`src/rtl/serial_adder_pkg.sv`:
```
// Shared definitions for the bit-serial adder: FSM state encoding and the
// helper that sizes the bit counter.
package serial_adder_pkg;

  // Controller states; encodings are fixed so other blocks can decode them.
  typedef enum logic [1:0] {
    IDLE = 2'd0,
    RUN  = 2'd1,
    DONE = 2'd2
  } state_t;

  // Width of the bit counter: ceil(log2(width)), never less than one bit so
  // a single-bit adder still has a legal counter register.
  function automatic int count_width(input int width);
    int w;
    w = 0;
    while ((1 << w) < width) begin
      w = w + 1;
    end
    return (w < 1) ? 1 : w;
  endfunction

endpackage

```
`src/rtl/serial_adder_if.sv`:
```
// Request/result bundle between a datapath controller (master) and the
// bit-serial adder (slave).
interface serial_adder_if #(
  parameter int WIDTH = 8
);

  logic             start;
  logic [WIDTH-1:0] a;
  logic [WIDTH-1:0] b;
  logic             cin;
  logic             busy;
  logic             done;
  logic [WIDTH-1:0] sum;
  logic             cout;

  modport master (
    output start, a, b, cin,
    input  busy, done, sum, cout
  );

  modport slave (
    input  start, a, b, cin,
    output busy, done, sum, cout
  );

endinterface

```
`src/rtl/full_adder.sv`:
```
// Single-bit full adder cell: s = a ^ b ^ cin, cout = majority(a, b, cin).
module full_adder (
  input  logic a,
  input  logic b,
  input  logic cin,
  output logic cout,
  output logic s
);

  assign s    = a ^ b ^ cin;
  assign cout = (a & b) | (cin & (a ^ b));

endmodule

```
`src/rtl/serial_adder.sv`:
```
// Bit-serial WIDTH-bit adder. Operands are captured on an accepted start,
// shifted LSB-first through one full_adder cell (carry held in a flop between
// bits), and the parallel sum/carry-out are presented with a one-cycle done.
module serial_adder
  import serial_adder_pkg::*;
#(
  parameter int WIDTH = 8
) (
  input logic           clk,
  input logic           rst_n,
  serial_adder_if.slave bus
);

  localparam int CW = count_width(WIDTH);
  localparam logic [CW-1:0] LAST_BIT = CW'(WIDTH - 1);

  state_t           state_reg;
  logic [WIDTH-1:0] a_sr_reg;
  logic [WIDTH-1:0] b_sr_reg;
  logic [WIDTH-1:0] sum_sr_reg;
  logic [WIDTH-1:0] sum_reg;
  logic [CW-1:0]    count_reg;
  logic             carry_reg;
  logic             cout_reg;
  logic             busy_reg;
  logic             done_reg;

  logic             fa_s;
  logic             fa_cout;
  logic [WIDTH-1:0] sum_sr_next;

  // One bit of the addition per clock: current LSBs plus the held carry.
  full_adder u_full_adder (
    .a    (a_sr_reg[0]),
    .b    (b_sr_reg[0]),
    .cin  (carry_reg),
    .cout (fa_cout),
    .s    (fa_s)
  );

  // New sum bit enters at the MSB so after WIDTH shifts bit 0 sits at the LSB.
  // Written as a shift of the concatenation so it also holds for WIDTH=1.
  assign sum_sr_next = WIDTH'({fa_s, sum_sr_reg} >> 1);

  // Controller, shift registers, counter and registered outputs.
  always_ff @(posedge clk or negedge rst_n) begin
    if (!rst_n) begin
      state_reg  <= IDLE;
      a_sr_reg   <= '0;
      b_sr_reg   <= '0;
      sum_sr_reg <= '0;
      sum_reg    <= '0;
      count_reg  <= '0;
      carry_reg  <= 1'b0;
      cout_reg   <= 1'b0;
      busy_reg   <= 1'b0;
      done_reg   <= 1'b0;
    end else begin
      done_reg <= 1'b0;
      case (state_reg)
        IDLE: begin
          if (bus.start) begin
            a_sr_reg  <= bus.a;
            b_sr_reg  <= bus.b;
            carry_reg <= bus.cin;
            count_reg <= '0;
            busy_reg  <= 1'b1;
            state_reg <= RUN;
          end
        end
        RUN: begin
          sum_sr_reg <= sum_sr_next;
          a_sr_reg   <= a_sr_reg >> 1;
          b_sr_reg   <= b_sr_reg >> 1;
          carry_reg  <= fa_cout;
          count_reg  <= count_reg + 1'b1;
          if (count_reg == LAST_BIT) begin
            // Result registers load with the final bit so they are valid
            // in the same cycle done is high; they hold until the next result.
            sum_reg   <= sum_sr_next;
            cout_reg  <= fa_cout;
            done_reg  <= 1'b1;
            state_reg <= DONE;
          end
        end
        DONE: begin
          busy_reg  <= 1'b0;
          state_reg <= IDLE;
        end
        default: begin
          busy_reg  <= 1'b0;
          state_reg <= IDLE;
        end
      endcase
    end
  end

  assign bus.busy = busy_reg;
  assign bus.done = done_reg;
  assign bus.sum  = sum_reg;
  assign bus.cout = cout_reg;

endmodule

```
`src/flat_wrapper.sv`:
```
// flat-port wrapper written by rule: the top's interface ports become plain ports
module serial_adder_flat import serial_adder_pkg::*;
#(
  parameter int WIDTH = 8
)
  (clk, rst_n, bus_start, bus_a, bus_b, bus_cin, bus_busy, bus_done, bus_sum, bus_cout);
  serial_adder_if #(.WIDTH(WIDTH)) bus_i ();
  input logic clk;
  input logic rst_n;
  input wire logic [$bits(bus_i.start)-1:0] bus_start;
  input wire logic [$bits(bus_i.a)-1:0] bus_a;
  input wire logic [$bits(bus_i.b)-1:0] bus_b;
  input wire logic [$bits(bus_i.cin)-1:0] bus_cin;
  output wire logic [$bits(bus_i.busy)-1:0] bus_busy;
  output wire logic [$bits(bus_i.done)-1:0] bus_done;
  output wire logic [$bits(bus_i.sum)-1:0] bus_sum;
  output wire logic [$bits(bus_i.cout)-1:0] bus_cout;
  assign bus_i.start = bus_start;
  assign bus_i.a = bus_a;
  assign bus_i.b = bus_b;
  assign bus_i.cin = bus_cin;
  assign bus_busy = bus_i.busy;
  assign bus_done = bus_i.done;
  assign bus_sum = bus_i.sum;
  assign bus_cout = bus_i.cout;
  serial_adder #(.WIDTH(WIDTH)) u_core (.clk(clk), .rst_n(rst_n), .bus(bus_i));
endmodule
```
`config.mk`:
```
export PLATFORM = sky130hd
export DESIGN_NAME = serial_adder_flat
export DESIGN_NICKNAME = d
export VERILOG_FILES = /design/src/rtl/serial_adder_pkg.sv /design/src/rtl/serial_adder_if.sv /design/src/rtl/full_adder.sv /design/src/rtl/serial_adder.sv /design/src/flat_wrapper.sv
export SDC_FILE = /design/constraint.sdc
export NUM_CORES = 1
export LEC_CHECK = 0
export ABC_AREA = 1
export CAP_MARGIN = 10
export CORE_ASPECT_RATIO = 0.7
export CORE_UTILIZATION = 41
export CTS_CLUSTER_DIAMETER = 150
export DETAILED_ROUTE_END_ITERATION = 12
export MAX_ROUTING_LAYER = met4
export SYNTH_ARGS = -nofsm -noshare
export SYNTH_HDL_FRONTEND = slang
export SYNTH_SLANG_ARGS = --single-unit
```
`constraint.sdc`:
```
create_clock -name clk -period 1.59 [get_ports clk]
set_input_delay 0.477 -clock clk [delete_from_list [all_inputs] [get_ports clk]]
set_output_delay 0.477 -clock clk [all_outputs]
set_load 0.02 [all_outputs]
```
-- Yosys cells after proc, flatten, opt, wreduce, memory -nomap -nowiden
Index checks and enable logic that the tools add are counted.
- bits in registers: 41
- bits of input ports: 20
- output and inout bits: 11
- word-level logic and storage cells: 42
- add/sub/neg operators: 1
- equality and inequality tests: 4
- mux-type cells: 15
- bitwise logic cells: 6
- reduce and logical (&&, ||, !) cells: 6
- operator list (operator ; number):
    $pmux 8 s2 ; 2
    $mux 8 ; 2
    $reduce_and 2->1 ; 4
    $pmux 3 s2 ; 1
    $mux 1 ; 4
    $mux 2 ; 2
    $pmux 1 s2 ; 2
    $pmux 2 s2 ; 1
    $add 3x1->3 const B ; 1
    $eq 3x3->1 const B ; 1
    $mux 3 ; 1
    $and 1x1->1 ; 2
    $eq 2x1->1 const B ; 1
    $logic_not 2->1 ; 1
    $ne 2x1->1 const B ; 1
    $ne 2x2->1 const B ; 1
    $reduce_bool 2->1 ; 1
    $xor 1x1->1 ; 2
    $not 1->1 ; 1
    $or 1x1->1 ; 1

-- Depth between registers and ports, before layout
Gate-level depths: netlist (run 1).
- depth in word-level cells: 4
- gate-level depth with buffers: 7
- gate-level depth less buffers: 6

-- Modules after synthesis
From an unflattened synthesis (run 1), not the netlist that was laid out.
- cells, all modules: 222
- area, all modules: 1893.1 um^2
- modules (own cells, without submodules) (module ; instances ; cells an instance ; area an instance (um^2) ; seq. area each (um^2)):
    serial_adder ; 1 ; 221 ; 1873.0 ; 1001.0
    full_adder ; 1 ; 1 ; 20.0 ; 0.0

-- Least setup slack after synthesis (run 1)
OpenSTA, ideal clock, no wires.
- path kind: flip-flop to flip-flop
- start point: register u_core.count_reg[0]
- end point: register u_core.sum_reg[0] (netlist: u_core.bus.sum[0])
- setup time: 0.065 ns
- arrival: 1.138 ns
- data required time: 1.525 ns
- setup slack: 0.387 ns
- cell stages (with the launch flop): 7
- buffers on the path: 1
- clock period less this slack: 1.203 ns
- cells stage by stage: dfrtp_1 ha_1 ha_1 nand2_4 buf_6 nand2_1 nand2_1
- longest elaborated chain between the ends: 2
- RTL lines (element ; RTL line ; source):
    start: declaration ; serial_adder.sv:22 ; logic [CW-1:0] count_reg;
    start signal: assignment ; serial_adder.sv:76 ; count_reg <= count_reg + 1'b1;
    $eq 3x3->1 ; serial_adder.sv:77 ; if (count_reg == LAST_BIT) begin
    $reduce_and 2->1 (no line) ; -- ;
    end signal: assignment ; serial_adder.sv:80 ; sum_reg <= sum_sr_next;
    end: declaration ; serial_adder.sv:21 ; logic [WIDTH-1:0] sum_reg;
Every way passes these cells.
A chain may end at the register's enable or synchronous reset.

-- Final worst setup path (run 1)
- start point: register u_core.busy_reg (netlist: u_core.bus.busy)
- end point: output port bus_busy
- RTL lines (element ; RTL line ; source):
    start: declaration ; serial_adder.sv:25 ; logic busy_reg;
    start signal: assignment ; serial_adder.sv:56 ; busy_reg <= 1'b0;
    start signal: assignment ; serial_adder.sv:67 ; busy_reg <= 1'b1;
    start signal: assignment ; serial_adder.sv:87 ; busy_reg <= 1'b0;
    end: declaration ; flat_wrapper.sv:14 ; output wire logic [$bits(bus_i.busy)-1:0] bus_busy;
No word-level cell between the ends.

==> flow_summary_export.csv, run 1 <==
group,metric,value,unit
status,outcome,"finished, final reports clean",
worst_setup_path,slowest_stage,"dfrtp_1",
finish,fillCellCount,442,
timing,post-route-min-period,1.48,ns
route,drc_errors,0,
finish,drive_gt1_frac,0.116,
finish,antenna_cells,0,
synth,synth_seq_cells,40,
global_route,grt_overflow_total,0,
timing,slew_viol_final,0,
timing,hold_viol_final,0,
global_route,grt_max_degree,41,
timing,slew_headroom,0.772,
finish,layout_common_cells,"73 x nand2_1, 40 x dfrtp_1, 39 x inv_1",
worst_hold_path,hold_path_class,"primary input to async pin",
placement,numPortBuffers,30,
worst_setup_path,r2r-start,"u_core.count_reg[0]",
clock_network,clk_pin_slew,0.08,ns
power_and_ir_drop,p_per_area,1860,mW/mm^2
power_and_ir_drop,ir_worst_vdd,0.000913,V
global_route,gr-usage-all-layers,0.169,
worst_setup_path,critPathArrivalTime,1.00,ns
timing,max_freq,677,MHz
synth,syn_area,0.00188,sq mm
synth,synth_nets,246,
floorplanning,fp.dieH,58.6,um
worst_setup_path,path_class,"flip-flop to output port",
worst_setup_path,path_max_fanout,2,
worst_setup_path,path_cells,"dlygate4sd2_1",
worst_setup_path,crit_start,"u_core.bus.busy",
route,wl,3.46,mm
synth,yosysTopAreaCellShare,0.533,
synth,avgSynthCellArea,8.43,sq um
synth,synth_area_leaders,"dfrtp_1 53%, nand2_1 15%, nand3_1 8.5%, inv_1 7.8%, o21ai_2 3.3%",
clock_network,root_buffer,"clkbuf_8",
placement,dp_hpwl,2.35,mm
worst_setup_path,path_delay_family,"flip-flops",
route,avgRoutedWirePerCell,11.0,um
route,viasPerCell,4.55,
placement,place_congestion,0.767,
route,vias,1428,
worst_setup_path,crit_path_max_incr_delay,0.39,ns
worst_setup_path,timing.rr.end,"u_core.bus.sum[4]",
worst_setup_path,endpoint_kind,"output port",
clock_network,clk_latency,0.29,ns
floorplanning,rows,20,
placement,dp.cells,306,
floorplanning,dieArea,0.00486,sq mm
floorplanning,start_util,0.429,
finish,fin_util,0.534,
finish,final_common_cell,"nand2_1",
finish,areaGrowthSynthToFinish,24.4,%
clock_network,cts_tree,"built",
synth,ys_seq_area_frac,0.533,
clock_network,cts_hold_buf,0,
run,maxCapViolCount,0,
timing,fin_crit_sh,0.929,
power_and_ir_drop,p_leak,0.00129,uW
global_route,grt_pass1_vias,1279,
timing,fin_setup_tns,0,ns
timing,setup_violations,0,
route,final_antenna_net_count,0,
floorplanning,ios,31,
clock_network,h-tree-depth,2,
route,drt_iter0_drc,63,
finish,final_nets,281,
worst_setup_path,cp.buffers_inverters,1,
route,drtPass1Iterations,4,
worst_setup_path,cp_data_required_time,1.11,ns
finish,stdcell_count,314,
worst_setup_path,reg2reg_depth,6,
worst_setup_path,rrSetupSlack,0.21,ns
global_route,grt_pass1_wl,6.13,mm
global_route,antenna_found_initial,0,
floorplanning,coreArea,0.00438,sq mm
synth,yosysTopAreaCell,"dfrtp_1",
floorplanning,die_x,82.9,um
timing,rsz0062_at_grt,"no",
clock_network,cts_sinks,40,
synth,synth_cell_type_count,17,
clock_network,numCtsBuffers,5,
synth,synth.yosys.warnings,0,
power_and_ir_drop,finalPower,4350,uW
timing,final.setup_skew,0.00589,ns
synth,netlist_instances,223,
timing,tightestPinTransition,0.342,ns
clock_network,cts.path.max_buffers,2,
worst_setup_path,crit_path_start_kind,"flip-flop",
## synthesized netlist by cell type, drive strengths merged
cell type / instances
nand3: 32
clkbuf: 1
o21ai: 17
nor2: 3
fa: 1
a21oi: 1
inv: 41
ha: 2
buf: 8
dfrtp: 40
nand2: 77
## worst max-delay path by stage
stage,end,cells after the start,slack [ns]
3_3_place_gp,u_core.a_sr_reg[7],5,0.007
3_5_place_dp,u_core.a_sr_reg[7],5,0.003
5_1_grt,bus_sum[4],1,0.08
2_1_floorplan,u_core.bus.sum[0],6,0.39
6_report,bus_busy,1,0.11
4_1_cts,bus_busy,1,0.1
## report_power, final
| part | switching (uW) | total, uW | internal, uW | leakage [uW] |
|---|---|---|---|---|
| Clock | 352 | 699 | 346 | 0.0000510 |
| Combinational | 1150 | 1900 | 749 | 0.000743 |
| Sequential | 271 | 1750 | 1480 | 0.000496 |
## cell type report
class,count,area (sq um),share of cell area
sequential,40,1000,0.428
inverter,41,156,0.0669
timing repair buffer,37,359,0.154
clock inverter,2,10.0,0.00428
multi-input combinational,133,659,0.282
tap,55,68.8,0.0294
clock buffer,6,82.6,0.0353
## routing by layer
metal / wire length (um) / GRT usage / part of all wire / vias up
met4: 44 / 0.0739 / 0.013 / 0
li1: - / - / - / 745
met1: 1850 / 0.242 / 0.53 / 639
met5: 0 / - / 0 / -
met2: 1360 / 0.227 / 0.39 / 39
met3: 205 / 0.0421 / 0.059 / 5
## cells by family (layout without fill, tap and decap cells)
group / count (synthesis) / after routing / synth area share
and+or+nand+nor: 112 / 112 / 0.265
buffers and inverters: 50 / 86 / 0.117
AOI/OAI and AO/OA: 18 / 18 / 0.0619
adders and majority gates: 3 / 3 / 0.0240
DFF: 40 / 40 / 0.533
## timing repair
action                                  CTS  global route
buffers inserted                          0             0
endpoints found under the setup margin   11             0
resized for setup                        11             0
## stage by stage
stage / area (sq um) / setup slack [ns] / hold WS, ns
detailed placement: 2260 / 0.00308 / 0.464
finish: 2340 / 0.113 / 0.137
global placement: 2260 / 0.00714 / 0.458
floorplan: 1880 / 0.387 / 0.181
global route: 2340 / 0.0773 / 0.161
CTS: 2340 / 0.0954 / 0.146
Power figures use the tool's default switching activity.
==> run 2, diff against run 1 <==
SKIP_CTS_REPAIR_TIMING = 1   (was unset)
==> run 2 against run 1 <==
Against the previous run: worst hold slack hardly changed; final cell count stayed put; clock power hardly changed; sequential cell count stayed put; clock skew is 0.00069 ns lower; critical path depth is 5 higher; sequential power hardly changed; critical path type is now flip-flop to flip-flop; total power is 1.3% higher; combinational power is 3% higher; fmax is 7.2% higher; first-iteration DRC count stayed put.
==> flow_summary_export.csv, run 2 (synthesis gave the netlist of run 1 again) <==
group,metric,value,unit
worst_setup_path,path_max_fanout,18,
finish,final_nets,281,
global_route,antenna_found_initial,0,
worst_setup_path,cp_data_required_time,1.78,ns
worst_setup_path,cp.buffers_inverters,1,
placement,place_ws,0.00308,ns
worst_setup_path,endpoint_kind,"flip-flop",
worst_setup_path,slowest_stage,"dfrtp_1",
route,viasPerCell,4.54,
worst_setup_path,crit_path_start_kind,"flip-flop",
timing,final.setup_skew,0.00520,ns
timing,worst_slack,0.212,ns
clock_network,h-tree-depth,2,
global_route,gr-usage-all-layers,0.169,
worst_setup_path,crit_start,"u_core.count_reg[0]",
floorplanning,rows,20,
floorplanning,ios,31,
timing,setup_violations,0,
timing,holdWs,0.137,ns
route,drc_errors,0,
timing,slew_viol_final,0,
floorplanning,fp.dieH,58.6,um
route,wl,3.47,mm
finish,stdcell_count,314,
worst_setup_path,crit_path_max_incr_delay,0.41,ns
timing,max_freq,726,MHz
power_and_ir_drop,p_leak,0.00141,uW
worst_setup_path,path_cells,"ha_1, ha_1, nand2_4, inv_1, nand2_1, nand2_1",
worst_setup_path,reg2reg_depth,6,
finish,areaGrowthSynthToFinish,26.6,%
status,outcome,"finished, final reports clean",
floorplanning,start_util,0.429,
worst_setup_path,rrSetupSlack,0.21,ns
route,vias,1424,
clock_network,cts.path.max_buffers,2,
route,final_antenna_net_count,0,
clock_network,root_buffer,"clkbuf_8",
finish,fin_util,0.543,
clock_network,cts_sinks,40,
global_route,grt_max_degree,41,
clock_network,clk_latency,0.29,ns
power_and_ir_drop,p_per_area,1850,mW/mm^2
finish,layout_common_cells,"73 x nand2_1, 40 x dfrtp_1, 39 x inv_1",
worst_setup_path,timing.rr.end,"u_core.bus.sum[4]",
placement,place_congestion,0.767,
clock_network,cts_tree,"built",
floorplanning,coreArea,0.00438,sq mm
worst_setup_path,path_delay_family,"adder cells",
finish,drive_gt1_frac,0.116,
timing,tightestPinTransition,0.342,ns
worst_setup_path,critPathArrivalTime,1.57,ns
placement,dp_hpwl,2.35,mm
timing,rsz0062_at_grt,"no",
worst_hold_path,hold_path_class,"primary input to async pin",
placement,numPortBuffers,30,
timing,post-route-min-period,1.38,ns
power_and_ir_drop,ir_worst_vdd,0.000917,V
route,drt_iter0_drc,63,
placement,dp.cells,306,
floorplanning,dieArea,0.00486,sq mm
route,drtPass1Iterations,4,
finish,final_common_cell,"nand2_1",
timing,hold_viol_final,0,
timing,slew_headroom,0.772,
floorplanning,die_x,82.9,um
global_route,grt_pass1_vias,1279,
worst_setup_path,path_class,"flip-flop to flip-flop",
global_route,grt_overflow_total,0,
run,maxCapViolCount,0,
timing,fin_crit_sh,0.866,
finish,antenna_cells,0,
worst_setup_path,r2r-start,"u_core.count_reg[0]",
clock_network,numCtsBuffers,5,
clock_network,clk_pin_slew,0.07,ns
route,avgRoutedWirePerCell,11.0,um
global_route,grt_pass1_wl,6.13,mm
## run 2: cell count changes in the layout (fill, tap and decap cells not counted)
cell,previous run,this run
dlygate4sd2_1,11,0
dlymetal6s2s_1,0,11
## run 2: layout make-up
class	instances	area, sq um
inverter	41	156
clock inverter	2	10.0
fill	434	2000
sequential	40	1000
multi-input combinational	133	659
clock buffer	6	82.6
timing repair buffer	37	400
tap	55	68.8
## run 2: worst register-to-register path: stages (launching register included)
cell and delay (ns):
dfrtp_1 0.41, ha_1 0.21, ha_1 0.22, nand2_4 0.22
inv_1 0.10, nand2_1 0.07, nand2_1 0.04
## run 2: layer usage
layer,vias to the layer above,global-route usage,share of wire
met4,0,0.0739,0.013
met1,636,0.242,0.54
li1,745,-,-
met5,-,-,0
met2,38,0.227,0.39
met3,5,0.0421,0.058
## run 2: power by group
part | internal, uW | switching (uW) | leakage, uW
Combinational | 806 | 1150 | 0.000861
Clock | 346 | 351 | 0.0000510
Sequential | 1480 | 271 | 0.000496
## run 2: how the worst max path moves through the flow
stage	endpoint	slack [ns]	depth (start not counted)
finish	u_core.bus.sum[4]	0.21	6
global route	u_core.bus.sum[0]	0.1	6
CTS	bus_busy	-0.16	1
detailed placement	u_core.a_sr_reg[7]	0.003	5
global placement	u_core.a_sr_reg[7]	0.007	5
floorplan	u_core.bus.sum[0]	0.39	6
## run 2: metrics by stage
stage | cell area [sq um] | setup TNS [ns] | power [uW]
after CTS | 2350 | -1.55 | 4480
after global placement | 2260 | 0 | 3750
after floorplan | 1880 | 0 | 3110
final | 2380 | 0 | 4400
after detailed placement | 2260 | 0 | 3770
after global routing | 2380 | 0 | 4840
